--- config.mk ---
export PLATFORM = sky130hd
export DESIGN_NAME = axi_rd_master
export DESIGN_NICKNAME = d
export VERILOG_FILES = /design/src/rtl/axi_pkg.sv /design/src/rtl/axi_rd_slice.sv /design/src/rtl/axi_rd_master.sv
export SDC_FILE = /design/constraint.sdc
export NUM_CORES = 1
export LEC_CHECK = 0
export CORE_ASPECT_RATIO = 0.6
export CORE_MARGIN = 2
export CORE_UTILIZATION = 24
export CTS_BUF_LIST = sky130_fd_sc_hd__clkbuf_4 sky130_fd_sc_hd__clkbuf_8 sky130_fd_sc_hd__clkbuf_16
export CTS_CLUSTER_DIAMETER = 120
export DETAILED_ROUTE_END_ITERATION = 6
export PLACE_DENSITY = 0.53
export SETUP_SLACK_MARGIN = 0.3
export SYNTH_ARGS = -nofsm -noshare
export SYNTH_HDL_FRONTEND = slang
export SYNTH_HIERARCHICAL = 1
export SYNTH_SLANG_ARGS = --single-unit
--- constraint.sdc ---
create_clock -name ACLK -period 2 [get_ports ACLK]
set_clock_uncertainty 0.1 [all_clocks]
set_input_delay 0.4 -clock ACLK [delete_from_list [all_inputs] [get_ports ACLK]]
set_output_delay 0.4 -clock ACLK [all_outputs]
set_load 0.02 [all_outputs]
--- src/rtl/axi_pkg.sv ---
// Shared AXI encodings and the read-master state type.
package axi_pkg;

  localparam logic [1:0] RESP_OKAY   = 2'b00;
  localparam logic [1:0] RESP_EXOKAY = 2'b01;
  localparam logic [1:0] RESP_SLVERR = 2'b10;
  localparam logic [1:0] RESP_DECERR = 2'b11;

  localparam logic [1:0] BURST_FIXED = 2'b00;
  localparam logic [1:0] BURST_INCR  = 2'b01;
  localparam logic [1:0] BURST_WRAP  = 2'b10;

  typedef enum logic [1:0] {
    StIdle = 2'd0,
    StAddr = 2'd1,
    StData = 2'd2
  } rd_state_t;

  // A beat breaks the length contract if RLAST disagrees with "this is beat len".
  function automatic logic beat_len_err(input logic rlast, input logic [7:0] cnt,
                                        input logic [7:0] len);
    return rlast ^ (cnt == len);
  endfunction

endpackage

--- src/rtl/axi_rd_slice.sv ---
// Single-entry valid/ready output register; holds payload stable until accepted.
module axi_rd_slice #(
  parameter int unsigned W = 66
) (
  input  logic         ACLK,
  input  logic         ARESETn,
  input  logic         in_valid_i,
  output logic         in_ready_o,
  input  logic [W-1:0] in_data_i,
  output logic         out_valid_o,
  input  logic         out_ready_i,
  output logic [W-1:0] out_data_o
);

  logic         valid_q, valid_d;
  logic [W-1:0] data_q, data_d;

  assign in_ready_o  = !valid_q || out_ready_i;
  assign out_valid_o = valid_q;
  assign out_data_o  = data_q;

  always_comb begin
    valid_d = valid_q;
    data_d  = data_q;
    if (in_valid_i && in_ready_o) begin
      valid_d = 1'b1;
      data_d  = in_data_i;
    end else if (out_ready_i) begin
      valid_d = 1'b0;
    end
  end

  always_ff @(posedge ACLK) begin
    if (!ARESETn) begin
      valid_q <= 1'b0;
      data_q  <= '0;
    end else begin
      valid_q <= valid_d;
      data_q  <= data_d;
    end
  end

endmodule

--- src/rtl/axi_rd_master.sv ---
// AXI4 read master: one INCR burst in flight, per-burst sticky error on the last beat.
module axi_rd_master #(
  parameter int unsigned   AW     = 32,
  parameter int unsigned   DW     = 64,
  parameter int unsigned   IDW    = 4,
  parameter logic [IDW-1:0] ID_VAL = '0
) (
  input  logic           ACLK,
  input  logic           ARESETn,
  input  logic           req_valid,
  output logic           req_ready,
  input  logic [AW-1:0]  req_addr,
  input  logic [7:0]     req_len,
  input  logic [2:0]     req_size,
  output logic           resp_valid,
  input  logic           resp_ready,
  output logic [DW-1:0]  resp_data,
  output logic           resp_last,
  output logic           resp_err,
  output logic           ARVALID,
  input  logic           ARREADY,
  output logic [AW-1:0]  ARADDR,
  output logic [7:0]     ARLEN,
  output logic [2:0]     ARSIZE,
  output logic [1:0]     ARBURST,
  output logic [2:0]     ARPROT,
  output logic [IDW-1:0] ARID,
  input  logic           RVALID,
  output logic           RREADY,
  input  logic [DW-1:0]  RDATA,
  input  logic [1:0]     RRESP,
  input  logic           RLAST,
  input  logic [IDW-1:0] RID
);
  import axi_pkg::*;

  rd_state_t     state_q, state_d;
  logic [AW-1:0] addr_q, addr_d;
  logic [7:0]    len_q, len_d;
  logic [2:0]    size_q, size_d;
  logic [7:0]    cnt_q, cnt_d;
  logic          err_q, err_d;

  logic          req_fire, r_fire, slice_in_valid, slice_in_ready;
  logic          own_err, len_err, beat_err;
  logic [DW+1:0] beat_payload, resp_payload;

  // A pending last response keeps the next request out until it is consumed.
  assign req_ready = (state_q == StIdle) && !(resp_valid && resp_last);
  assign req_fire  = req_valid && req_ready;

  assign ARVALID = (state_q == StAddr);
  assign ARADDR  = addr_q;
  assign ARLEN   = len_q;
  assign ARSIZE  = size_q;
  assign ARBURST = BURST_INCR;
  assign ARPROT  = 3'b000;
  assign ARID    = ID_VAL;

  assign slice_in_valid = RVALID && (state_q == StData);
  assign RREADY         = (state_q == StData) && slice_in_ready;
  assign r_fire         = RVALID && RREADY;

  assign own_err  = (RRESP != RESP_OKAY) || (RID != ID_VAL);
  assign len_err  = beat_len_err(RLAST, cnt_q, len_q);
  // Non-last beats report only their own error; the last beat carries the whole burst's.
  assign beat_err = RLAST ? (err_q || own_err || len_err) : own_err;
  assign beat_payload = {RLAST, beat_err, RDATA};

  always_comb begin
    state_d = state_q;
    addr_d  = addr_q;
    len_d   = len_q;
    size_d  = size_q;
    cnt_d   = cnt_q;
    err_d   = err_q;
    unique case (state_q)
      StIdle: begin
        if (req_fire) begin
          addr_d  = req_addr;
          len_d   = req_len;
          size_d  = req_size;
          cnt_d   = 8'd0;
          err_d   = 1'b0;
          state_d = StAddr;
        end
      end
      StAddr: begin
        if (ARREADY) begin
          state_d = StData;
        end
      end
      StData: begin
        if (r_fire) begin
          cnt_d = cnt_q + 8'd1;
          err_d = err_q || own_err || len_err;
          if (RLAST) begin
            state_d = StIdle;
          end
        end
      end
      default: state_d = StIdle;
    endcase
  end

  always_ff @(posedge ACLK) begin
    if (!ARESETn) begin
      state_q <= StIdle;
      addr_q  <= '0;
      len_q   <= 8'd0;
      size_q  <= 3'd0;
      cnt_q   <= 8'd0;
      err_q   <= 1'b0;
    end else begin
      state_q <= state_d;
      addr_q  <= addr_d;
      len_q   <= len_d;
      size_q  <= size_d;
      cnt_q   <= cnt_d;
      err_q   <= err_d;
    end
  end

  axi_rd_slice #(
    .W(DW + 2)
  ) u_slice (
    .ACLK        (ACLK),
    .ARESETn     (ARESETn),
    .in_valid_i  (slice_in_valid),
    .in_ready_o  (slice_in_ready),
    .in_data_i   (beat_payload),
    .out_valid_o (resp_valid),
    .out_ready_i (resp_ready),
    .out_data_o  (resp_payload)
  );

  assign resp_last = resp_payload[DW+1];
  assign resp_err  = resp_payload[DW];
  assign resp_data = resp_payload[DW-1:0];

endmodule
Word-level counts from Yosys, hierarchy flattened
Cells that the tools add are included.
- register bits after elaboration: 121
- RAM bits: 0
- logic and storage cells: 52
- memory bits (read-only): 0
- memories kept: 0
- bits in latches: 0
- $lt $le $gt $ge: 0
- div/mod/pow operators: 0
- multiplexer cells: 14
- multiply operators: 0
- bitwise logic cells: 1
- equality and inequality tests: 7
- reductions and logical operators: 21
- add/subtract/negate cells: 1
- shift operators: 0
- operators by type and width (operator ; number):
    8-bit two-way mux ; 2
    8-bit one-hot mux with 2 select lines ; 1
    8-bit by 1-bit adder with 8-bit output, second input constant ; 1
    8-bit equality test ; 1
    2-bit two-way mux ; 4
    1-bit logical AND ; 7
    2-bit != test, second input constant ; 3
    2-bit one-hot mux with 3 select lines ; 1
    2-bit nonzero test ; 3
    1-bit two-way mux ; 5
    1-bit logical OR ; 4
    4-bit AND reduction ; 1
    4-bit nonzero test ; 1
    3-bit AND reduction ; 1
    2-bit by 1-bit equality test with 1-bit output, second input constant ; 1
    2-bit equality test, second input constant ; 1
    1-bit logical NOT ; 2
    2-bit logical NOT ; 1
    2-bit by 1-bit != test with 1-bit output, second input constant ; 1
    1-bit one-hot mux with 2 select lines ; 1
    2-bit AND reduction ; 1
    1-bit bitwise XOR ; 1

Depth between registers and ports, before layout
- depth in word-level cells: 6
- depth in mapped cells: 6
- gate-level depth less buffers: 6

By module
Netlist, hierarchy kept.
- by module, submodules not included (module ; seq. area each (sq um) ; times used ; cells an instance ; area each (sq um)):
    axi_rd_slice ; 1341.3 ; 1 ; 292 ; 2660.1
    axi_rd_master ; 1081.0 ; 1 ; 275 ; 2195.9

Worst setup path before layout
No wires, ideal clock.
- kind: register to register
- start: register u_slice.valid_q, in the netlist u_slice/out_valid_o
- end: register cnt_q[7]
- buffers on the path: 0
- clock period less this slack: 1.917 ns
- data required time: 1.833 ns
- path slack: 0.083 ns
- arrival time: 1.750 ns
- cell stages (with the launch flop): 5
- cells stage by stage: dfxtp_1 > a211oi_2 > a21oi_2 > or4_4 > a21oi_2
- cells in the longest elaborated chain, start to end: 6
- elaborated cells on any way between the ends: 11
- ends and longest elaborated chain (item ; RTL line ; RTL):
    start: declaration ; axi_rd_slice.sv:15 ; logic valid_q, valid_d;
    start signal: assignment ; axi_rd_slice.sv:38 ; valid_q <= valid_d;
    1-bit logical AND ; axi_rd_master.sv:49 ; assign req_ready = (state_q == StIdle) && !(resp_valid && resp_last);
    1-bit logical NOT ; axi_rd_master.sv:49 ;
    1-bit logical AND ; axi_rd_master.sv:49 ;
    named net req_ready ; axi_rd_master.sv:11 ; output logic req_ready,
    1-bit logical AND ; axi_rd_master.sv:50 ; assign req_fire = req_valid && req_ready;
    2-bit != test (no line) ; - ;
    3-bit AND reduction (no line) ; - ;
    end signal: assignment ; axi_rd_master.sv:119 ; cnt_q <= cnt_d;
    end: declaration ; axi_rd_master.sv:41 ; logic [7:0] cnt_q, cnt_d;
The timed path passes the listed nets, and every way through them passes these cells.
A chain may end at the register's enable or synchronous reset.

Worst setup path in the final report
- start: register u_slice.data_q[65], in the netlist u_slice/out_data_o[65]
- end: output req_ready
- cells in the longest elaborated chain, start to end: 3
- ends and longest elaborated chain (item ; RTL line ; RTL):
    start: declaration ; axi_rd_slice.sv:16 ; logic [W-1:0] data_q, data_d;
    start signal: assignment ; axi_rd_slice.sv:39 ; data_q <= data_d;
    1-bit logical AND ; axi_rd_master.sv:49 ;
    1-bit logical NOT ; axi_rd_master.sv:49 ;
    1-bit logical AND ; axi_rd_master.sv:49 ;
    end: declaration ; axi_rd_master.sv:11 ;
Every way passes these cells.

==> results by group <==
Cells and area
  • Register area: approximately 0.0024 sq mm
  • Ant diodes: 0
  • Most common cell after layout, fill and taps aside: nand2_1
  • Share of layout cells above drive strength 1: 0.09582
  • Layout filler cell count: just over 2k
  • Area grow syn2layout: 65.96%
  • NumNets Final: approximately 920
  • Most frequent cells in the layout: nand2_1 (227), clkdlybuf4s50_1 (117), dfxtp_1 (116)
  • Post-layout util: 0.4046
  • Area of the multi-input gates: 0.002200 sq mm

Clock network
  • Number of buffers added for setup after CTS: 0
  • CTS Hold Bufs: 0
  • CTS Buf Count: 17
  • TritonCTS clock tree: built
  • Root Driver: clkbuf_16
  • Maximum clock path buffer count: 2
  • Clk slew on worst S/H paths: roughly 0.06 ns
  • Worst skew pair latency: 0.42 ns
  • H-tree level count: 4
  • Clock Sinks: roughly 120

Detailed routing
  • DR WL met2: roughly 5700 um
  • Drt total wl: 14530 um
  • Via count: between 4k and 5k
  • Wire per inst: 13.37 um
  • Post-route ant nets: 0
  • DR pass1 iterations: 4
  • DRC errors left: 0
  • DRT iter0 DRCs: 151
  • Length of routed wiring on met1: roughly 7700 um
  • Vias/cell: between 4 and 5
  • Max Used Layer: met4
  • Met3 wire length: approximately 1100 um

Critical path
  • R2R cell count: 5
  • CP endpoint kind: primary output
  • CP startpoint: u_slice/out_data_o[65]
  • CP endpoint: req_ready
  • CP Launch Type: register
  • Slowest Stage Delay on Critical Path: 0.36 ns
  • Slowest CP cell: dfxtp_4
  • Cells along the critical path: a211oi_4 -> buf_6
  • Reg2reg start: u_slice/out_data_o[65]
  • Crit Reg-Reg Endpoint: cnt_q[5]
  • Crit path arrival time: ~1.2 ns
  • CP Class: register to primary output
  • Critical Path RT: approximately 1.5 ns
  • R2r setup slk: ~0.33 ns
  • Worst Path Max Fanout: 3

Die
  • Rows: 40
  • Die Ht: approximately 110 um
  • I/O pins: ~240
  • Initial core utilization: 0.2438
  • Die ar.: 0.02142 sq mm
  • Core box area: about 0.02 sq mm
  • Die width: around 190 um

Synthesis
  • Top_reg_cell synth: dfxtp_1
  • Seq cells post-synth: 121
  • Post-synth top area cell: dfxtp_1
  • Post-synth EDFFs: 0
  • Sequential-to-total area share from yosys stat: 0.4988
  • Synth warn: 6
  • Post-Syn Area per Cell: 8.564 sq um
  • Post-synthesis cell area: between 0.004 and 0.005 sq mm
  • Post-Synthesis Cells: around 570
  • Yosys top cell area share: 0.4988
  • Cell variety after synth: 40
  • Asr flop ratio synth: 0
  • Synth area leaders: dfxtp_1 (50%), nand2_1 (18%), mux2i_1 (14%), a21oi_1 (5.1%), clkbuf_1 (1.6%)

Timing
  • Hold Slack: around 0.30 ns
  • Final min period: around 1.7 ns
  • Setup WS post-layout: 0.2590 ns
  • Fmax: 574.4 MHz
  • Unrepaired setup endpoints after global routing: yes
  • Fin Setup TNS: 0 ns
  • Slew Viols, Final: 0
  • Fin. Hold Viols: 0
  • Final setup viols: 0
  • Fin crit share: 0.8705

Power and ir drop
  • Leakage: around 0.0034 uW
  • Sequential share of power: 0.378
  • Comb pwr share: 0.126
  • Clock network fraction of total power: 0.496
  • Worst VDD drop: 520.1 uV
  • Sw power: 1645 uW
  • Internal power: between 5000 and 6000 uW
  • PD cells: between 800 and 900 mW/mm^2
  • Sw Share: 0.2445

Placed design
  • Final RePlAce weighted congestion: 0.7368
  • I/O Buffers: 232
  • Post-DP HPWL: approximately 10000 um
  • Dpl ws: -0.2358 ns

Global route
  • Initial antenna violation count: 0
  • Grt total ovfl: 0
  • Vias in the first global route: around 4.2k
  • Pin count of the biggest net entering global routing: 60
  • Global-route wire length before repair: 22920 um
  • Tot GR Track Use: 0.1369

Flow run
  • Max-Cap Viols: 0

Outcome
  • Status: complete, no violations

Worst hold path
  • Worst min-delay path class: primary input to register
## worst min-delay path by stage
stage,slack [ns],cells after the start,endpoint,startpoint
after floorplan,0.38,2,cnt_q[7],cnt_q[7]
after global placement,0.34,2,ARADDR[28],ARADDR[28]
after detailed placement,0.35,2,u_slice/out_data_o[13],u_slice/out_data_o[13]
after CTS,0.29,3,u_slice/out_data_o[33],ARESETn
after global routing,0.30,3,u_slice/out_data_o[52],ARESETn
final,0.30,3,u_slice/out_data_o[55],ARESETn
## layer usage
| metal | GRT usage | vias to the layer above |
|---|---|---|
| li1 | - | 2288 |
| met1 | 0.1948 | 1992 |
| met2 | 0.1812 | 118 |
| met3 | 0.06099 | 9 |
| met4 | 0.04252 | 0 |
| met5 | 0 | - |
## cells in the mapped netlist, types with 2 or more instances
cell	count
o31ai_1	2
nand2_1	227
nor2_1	6
a21oi_1	49
dfxtp_1	121
inv_1	2
nand4_1	3
buf_4	10
xor2_1	2
o21ai_0	3
buf_2	11
mux2i_1	67
and3b_2	2
clkbuf_1	21
conb_1	2
xnor2_1	8
or3_1	2
a21oi_2	2
nand3_1	2
buf_6	5
## sequential cells by signal, summed over array words and instances (netlist names)
name / cells
ARLEN: 8
u_slice/out_data_o: 66
ARSIZE: 3
state_q: 2
err_q: 1
ARADDR: 32
cnt_q: 8
u_slice/out_valid_o: 1
## worst max-delay path: cells and delay by family (launching register included)
kind	cells	cell delay, ns
buffers and inverters	1	0.17
flip-flops	1	0.36
AO/OA/AOI/OAI	1	0.30
## per-stage QoR
stage / cell area [sq um] / total power [uW] / std cells
finish: 8059 / 6731 / 1087
floorplan: 4895 / 3005 / 574
global placement: 7531 / 3510 / 1055
global route: 8059 / 7041 / 1087
CTS: 8043 / 6847 / 1087
detailed placement: 7531 / 3510 / 1055
## area by class of cell
type / count / area share
Sequential cell: 121 / 0.3023
Clock buffer: 18 / 0.05589
Tap cell: 273 / 0.04238
Timing Repair Buffer: 256 / 0.3014
Inverter: 2 / 0.0009315
Clock inverter: 14 / 0.02422
Multi-Input combinational cell: 403 / 0.2729
## power groups by stage
stage	Sequential [uW]	Clock, uW	Combinational (uW)
2_1_floorplan	2690	0	312
3_3_place_gp	2600	0	912
3_5_place_dp	2600	0	910
4_1_cts	2540	3450	857
5_1_grt	2550	3560	924
6_report	2540	3340	851
## kinds of logic (layout without fill, tap and decap cells)
| family | after synthesis | in the layout | share of synthesized area |
|---|---|---|---|
| muxes | 67 | 67 | 0.1381 |
| xor gates and xnor gates | 10 | 10 | 0.01804 |
| buffers and inverters | 50 | 290 | 0.05720 |
| other | 2 | 9 | 0.001547 |
| AOI/OAI and AO/OA | 61 | 61 | 0.06906 |
| adders and majority gates | 1 | 1 | 0.002576 |
| DFF | 121 | 121 | 0.4988 |
| and+or+nand+nor | 255 | 255 | 0.2146 |
## what timing repair did
item                                   in CTS  in global routing
endpoints found under the hold margin       0                  0
setup endpoints to repair                 114                 11
gates resized for setup                   128                 13
No activity file was read; power rests on OpenSTA's default activity.
